`src/rtl/gain_filter_scheduler_pkg.sv`:
```
// Shared constants and elaboration-time helpers for the gain filter scheduler.
package gain_filter_scheduler_pkg;

    localparam int DEF_NCHAN       = 4;
    localparam int DEF_DATA_WIDTH  = 30;
    localparam int DEF_SHIFT_WIDTH = 3;

    // Ceiling log2, at least 1 so a channel index always has a bit.
    function automatic int clog2(input int value);
        int r;
        r = 1;
        for (int i = 1; i < 31; i++) begin
            if ((1 << i) < value) r = i + 1;
        end
        return r;
    endfunction

    // Headroom bits added below the sample so the largest shift loses no precision.
    function automatic int widen_of(input int shift_width);
        return (1 << shift_width) - 1;
    endfunction

endpackage

```
`src/rtl/gain_filter_scheduler_rr_arbiter.sv`:
```
// Round-robin arbiter: picks the first eligible channel after the last winner.
module rr_arbiter
    import gain_filter_scheduler_pkg::*;
#(
    parameter int NCHAN      = DEF_NCHAN,
    parameter int CHAN_WIDTH = clog2(DEF_NCHAN)
) (
    input  logic                  clk,
    input  logic                  rst_n,
    input  logic                  advance,
    input  logic [NCHAN-1:0]      request,
    input  logic [NCHAN-1:0]      mask,
    output logic [NCHAN-1:0]      grant,
    output logic [CHAN_WIDTH-1:0] grant_idx,
    output logic                  grant_valid
);

    logic [CHAN_WIDTH-1:0] pointer;
    logic [NCHAN-1:0]      eligible;

    assign eligible = request & ~mask;

    // Search starts one past the previous winner and wraps, so every channel gets a turn.
    always_comb begin
        logic [CHAN_WIDTH-1:0] cand;
        grant       = '0;
        grant_idx   = '0;
        grant_valid = 1'b0;
        cand        = '0;
        for (int i = 1; i <= NCHAN; i++) begin
            cand = CHAN_WIDTH'((int'(pointer) + i) % NCHAN);
            if (!grant_valid && eligible[cand]) begin
                grant_valid = 1'b1;
                grant_idx   = cand;
                grant[cand] = 1'b1;
            end
        end
    end

    // Pointer starts at the last channel so channel 0 wins first; it only moves on a real grant.
    always_ff @(posedge clk) begin
        if (!rst_n) begin
            pointer <= CHAN_WIDTH'(NCHAN - 1);
        end else if (advance && grant_valid) begin
            pointer <= grant_idx;
        end
    end

endmodule

```
`src/rtl/gain_filter_scheduler.sv`:
```
// One first-order low-pass gain filter shared round-robin across NCHAN sample streams.
module gain_filter_scheduler
    import gain_filter_scheduler_pkg::*;
#(
    parameter int NCHAN       = DEF_NCHAN,
    parameter int DATA_WIDTH  = DEF_DATA_WIDTH,
    parameter int SHIFT_WIDTH = DEF_SHIFT_WIDTH,
    parameter int CHAN_WIDTH  = clog2(DEF_NCHAN)
) (
    input  logic                        clk,
    input  logic                        rst_n,
    input  logic [SHIFT_WIDTH-1:0]      filterShift,
    input  logic                        clear,
    input  logic [NCHAN-1:0]            S_TVALID,
    input  logic [NCHAN*DATA_WIDTH-1:0] S_TDATA,
    input  logic [NCHAN-1:0]            overrunClear,
    output logic                        M_TVALID,
    output logic [DATA_WIDTH-1:0]       M_TDATA,
    output logic [CHAN_WIDTH-1:0]       M_TCHAN,
    output logic [NCHAN-1:0]            overrun,
    output logic                        busy
);

    localparam int WIDEN     = widen_of(SHIFT_WIDTH);
    localparam int SUM_WIDTH = DATA_WIDTH + WIDEN;

    logic [DATA_WIDTH-1:0]  hold [NCHAN];
    logic [SUM_WIDTH-1:0]   sum  [NCHAN];
    logic [NCHAN-1:0]       pending;

    logic                   s1_valid;
    logic [CHAN_WIDTH-1:0]  s1_chan;
    logic [DATA_WIDTH-1:0]  s1_data;
    logic [SUM_WIDTH-1:0]   s1_sum;
    logic [SHIFT_WIDTH-1:0] s1_shift;

    logic [NCHAN-1:0]       mask;
    logic [NCHAN-1:0]       grant;
    logic [CHAN_WIDTH-1:0]  grant_idx;
    logic                   grant_valid;

    logic [SHIFT_WIDTH-1:0] left_shift;
    logic [SUM_WIDTH-1:0]   scaled;
    logic [SUM_WIDTH-1:0]   leaked;
    logic [SUM_WIDTH-1:0]   new_sum;

    // The channel sitting in stage 1 is blocked so its next op sees the written-back sum.
    always_comb begin
        mask = '0;
        if (s1_valid) mask[s1_chan] = 1'b1;
    end

    rr_arbiter #(
        .NCHAN      (NCHAN),
        .CHAN_WIDTH (CHAN_WIDTH)
    ) u_arb (
        .clk         (clk),
        .rst_n       (rst_n),
        .advance     (!clear),
        .request     (pending),
        .mask        (mask),
        .grant       (grant),
        .grant_idx   (grant_idx),
        .grant_valid (grant_valid)
    );

    assign left_shift = SHIFT_WIDTH'(WIDEN) - s1_shift;
    assign scaled     = {{WIDEN{1'b0}}, s1_data} << left_shift;
    assign leaked     = s1_sum - (s1_sum >> s1_shift);
    assign new_sum    = scaled + leaked;

    assign busy = (|pending) || s1_valid;

    // Capture arrivals into hold registers; newest sample wins and an unserved overwrite is flagged.
    always_ff @(posedge clk) begin
        if (!rst_n) begin
            for (int c = 0; c < NCHAN; c++) hold[c] <= '0;
            pending <= '0;
            overrun <= '0;
        end else if (clear) begin
            pending <= '0;
            overrun <= '0;
        end else begin
            for (int c = 0; c < NCHAN; c++) begin
                if (S_TVALID[c]) begin
                    hold[c]    <= S_TDATA[c*DATA_WIDTH +: DATA_WIDTH];
                    pending[c] <= 1'b1;
                end else if (grant[c]) begin
                    pending[c] <= 1'b0;
                end
                if (S_TVALID[c] && pending[c] && !grant[c]) begin
                    overrun[c] <= 1'b1;
                end else if (overrunClear[c]) begin
                    overrun[c] <= 1'b0;
                end
            end
        end
    end

    // Stage 1 snapshots the granted channel's sample, accumulator and the current pole.
    always_ff @(posedge clk) begin
        if (!rst_n) begin
            s1_valid <= 1'b0;
            s1_chan  <= '0;
            s1_data  <= '0;
            s1_sum   <= '0;
            s1_shift <= '0;
        end else begin
            s1_valid <= grant_valid && !clear;
            if (grant_valid) begin
                s1_chan  <= grant_idx;
                s1_data  <= hold[grant_idx];
                s1_sum   <= sum[grant_idx];
                s1_shift <= filterShift;
            end
        end
    end

    // Stage 2 writes the new accumulator back and presents its top DATA_WIDTH bits.
    always_ff @(posedge clk) begin
        if (!rst_n) begin
            for (int c = 0; c < NCHAN; c++) sum[c] <= '0;
            M_TVALID <= 1'b0;
            M_TDATA  <= '0;
            M_TCHAN  <= '0;
        end else if (clear) begin
            for (int c = 0; c < NCHAN; c++) sum[c] <= '0;
            M_TVALID <= 1'b0;
        end else begin
            M_TVALID <= s1_valid;
            if (s1_valid) begin
                sum[s1_chan] <= new_sum;
                M_TCHAN      <= s1_chan;
                M_TDATA      <= new_sum[WIDEN +: DATA_WIDTH];
            end
        end
    end

endmodule

```
`config.mk`:
```
export PLATFORM = sky130hd
export DESIGN_NAME = gain_filter_scheduler
export DESIGN_NICKNAME = d
export VERILOG_FILES = /design/src/rtl/gain_filter_scheduler_pkg.sv /design/src/rtl/gain_filter_scheduler_rr_arbiter.sv /design/src/rtl/gain_filter_scheduler.sv
export SDC_FILE = /design/constraint.sdc
export NUM_CORES = 1
export LEC_CHECK = 0
export CAP_MARGIN = 20
export CORE_ASPECT_RATIO = 0.7
export CORE_MARGIN = 4
export CORE_UTILIZATION = 46
export CTS_BUF_LIST = sky130_fd_sc_hd__clkbuf_4
export DETAILED_ROUTE_END_ITERATION = 12
export GPL_ROUTABILITY_DRIVEN = 0
export GPL_TIMING_DRIVEN = 0
export PLACE_DENSITY = 0.64
export SYNTH_ARGS = -nofsm -noshare
export SYNTH_HDL_FRONTEND = slang
export SYNTH_SLANG_ARGS = --single-unit
```
`constraint.sdc`:
```
create_clock -name clk -period 4.37 [get_ports clk]
set_input_delay 0.874 -clock clk [delete_from_list [all_inputs] [get_ports clk]]
set_output_delay 0.874 -clock clk [all_outputs]
set_load 0.01 [all_outputs]
```
==> qor.yml <==
post_synth_most_frequent_cells: "edfxtp_1, nor2_1, nand2_1, a21oi_1, and3_1"
regToRegSetupSlack_ns: -0.27
failed_checks: "negative setup slack"
fmaxAchievable_mhz: 216
ys_async_sr_fraction: 0
route.detailed.drc: 0
timing.setup.tns_ns: -10.70
outcome: "finished with violations"
rel_slew_slack: 0.182
multiInputGateArea_sq_um: 10900
htreeDepth: 3
cp.required_ns: 4.85
final_core_util: 0.596
hold_path_startpoint: "M_TCHAN[0]"
drt_first_pass_iters: 6
kind_of_path_behind_the_tightest_hold_check: "reg2reg"
place.detailed.hpwl_mm: 61.0
placementRows: 65
syn-num-nets: 2324
routed-via-count: 19400
largest_area_contributor_in_the_netlist: "edfxtp_1"
area.sequential_sq_um: 10400
finalSetupViolations: 69
worstHoldPathCells: 2
insertion_delay_ns: 0.84
power_density_nw_per_um2: 752
synth_largest_type_area_fraction: 0.379
r2r_start: "s1_shift[0]"
tritoncts_buffers: 93
grt_overflow: 0
yosys_register_bits: 384
core_ar_sq_um: 45400
cap_violations: 0
area.growth.synth_to_final_pct: 27.4
grt_antenna_before_repair: 5
yosysMostFrequentCell: "edfxtp_1"
end_kind: "flip-flop"
placement.cell_area_sq_um: 24000
ant_nets: 0
io_count: 172
die_area_sq_um: 49700
synth-main-ff-cell: "edfxtp_1"
chip_width_um: 265
synth_enable_flop_cells: 268
portBuffers: 170
routed_wl_mm: 82.3
vdd_ir_drop_max_v: 0.000818
layout_setup_ws_ns: -0.270
power.leakage_nw: 10.6
clock-skew-final_ns: 0.0710
viasPerCell: 6.25
rsz0062_at_grt: "yes"
post-place-cells: 2891
detailedRoute.firstIterationViolations: 3199
yosys_warnings: 0
worst-r2r-cell-count: 15
post_cts_hold_buffer_count: 0
path_class: "reg2reg"
yosysUniqueCellTypes: 71
worstMarginPinSlew_ns: 1.22
clock_path_buffers: 3
reg2reg_to: "sum[3][29]"
clock_tree.root_cell: "clkbuf_4"
initial_core_util: 0.468
worst_hold_path.endpoint: "M_TCHAN[0]"
layout.cells.non_filler: 3110
finish.net_count: 2641
grt_start_max_net_pins: 32
final_min_period_over_clock_period: 1.06
avg_synthesized_cell_area_sq_um: 10.1
tritoncts_num_sinks: 384
cts_tree: "yes"
largest_cells_by_area_after_synthesis: "edfxtp_1, dfxtp_1, mux4_2, nor2_1, nand2_1"
num-fill-cells: 3777
groute.usage.overall: 0.317
timing.final.crit_period_ns: 4.64
crit_arrival_ns: 5.12
cts.clk_slew.worst_paths_ns: 0.07
grt_first_pass_wirelength_mm: 118
synthCells: 2109
die_y_um: 188
worst_path_maximum_fanout: 7
synthesis.area_sq_um: 21200
route.detailed.wl_per_inst_um: 26.5
hold_violations: 0
synth_sequential_area_ratio: 0.488
crit_path_start_kind: "flip-flop"
layout_cell_share_with_drive_strength_beyond_1: 0.203
finalInstanceArea_sq_um: 27100
finalMaxSlewViolations: 0
grt_pass1_vias: 18200
## metal layers
metal / global-route usage / share of wire
met3: 0.132 / 0.16
met2: 0.421 / 0.40
met1: 0.479 / 0.42
met5: 0 / 0.00028
met4: 0.0780 / 0.024
## kinds of logic after synthesis
logic type | share of synthesized area
AO/OA/AOI/OAI | 0.150
XOR/XNOR | 0.0144
adder cells (fa/ha/maj) | 0.0604
buffers and inverters | 0.0529
flip-flops | 0.488
multiplexers | 0.0684
AND/OR/NAND/NOR | 0.166
## flip-flops by register name, summed over array words and instances, names as in the netlist
register / count
pending: 4
sum: 148
overrun: 4
s1_chan: 2
u_arb.pointer: 2
s1_valid: 1
M_TCHAN: 2
M_TVALID: 1
s1_data: 30
M_TDATA: 30
hold: 120
s1_shift: 3
s1_sum: 37
## how the worst max path moves through the flow
stage                startpoint  cells past startpoint          to
floorplan           s1_shift[0]                     16  sum[0][34]
global placement          clear                      6  sum[1][19]
detailed placement  s1_shift[1]                     17  sum[0][28]
CTS                 s1_shift[0]                     17  sum[1][33]
global route        s1_shift[0]                     17  sum[1][25]
finish              s1_shift[0]                     15  sum[3][29]
## worst max-delay path: stages, from the launching register on
cell and delay (ns):
dfxtp_4 0.49, buf_12 0.16, mux4_2 0.57, a32oi_2 0.21, fa_1 0.47, inv_2 0.10, ha_4 0.17, o211ai_1 0.11
o211ai_1 0.35, a21oi_2 0.17, o31ai_4 0.39, a311oi_2 0.21, o31ai_1 0.47, xnor2_2 0.17, buf_4 0.19, nor2_1 0.05
## cell type report
class,count,area share
repair buffers,226,0.0864
clock buffers,158,0.0438
multi-input cells,1441,0.404
plain buffers,153,0.0319
flip-flops and latches,384,0.383
diodes,1,0.0000925
well taps,603,0.0279
inverters,127,0.0179
clock inverters,17,0.00416
## through the flow
| stage | hold slack (ns) | total power [mW] | setup WS [ns] |
|---|---|---|---|
| 2_1_floorplan | 0.445 | 9.92 | 0.00137 |
| 3_3_place_gp | 0.445 | 12.9 | -2.77 |
| 3_5_place_dp | 0.459 | 13.1 | -1.72 |
| 4_1_cts | 0.468 | 18.0 | -0.0827 |
| 5_1_grt | 0.487 | 21.1 | -0.365 |
| 6_report | 0.472 | 20.4 | -0.270 |
## placed cells by master (no fill, tap or decap), types with 15 or more instances in the layout
master / n
o22ai_1: 22
o211ai_1: 70
o21ai_0: 76
a32o_1: 18
nand3_1: 20
ha_1: 25
clkbuf_4: 162
fa_1: 35
or3_1: 68
ha_4: 16
nor2_1: 226
clkdlybuf4s50_1: 170
edfxtp_1: 268
nand2_1: 215
a221oi_2: 15
nor3_1: 15
buf_2: 16
o21ai_1: 22
a21oi_1: 120
clkbuf_1: 99
inv_1: 118
o221ai_1: 18
mux2i_1: 27
and3_1: 129
buf_4: 42
mux4_2: 44
a21oi_2: 15
dfxtp_1: 113
## where the power goes
| part | switching [mW] | total [mW] | internal, mW |
|---|---|---|---|
| Combinational | 7.63 | 12.5 | 4.87 |
| Clock | 1.55 | 3.24 | 1.69 |
| Sequential | 0.342 | 4.61 | 4.27 |
## timing repair
item,4_1_cts,5_1_grt
endpoints found under the setup margin,154,126
gates resized for setup,206,117
cloned,1,0
hold endpoints to repair,0,0
buffers inserted,25,22
pin swaps,31,62
Note: power is estimated with default switching activity, not from simulation.
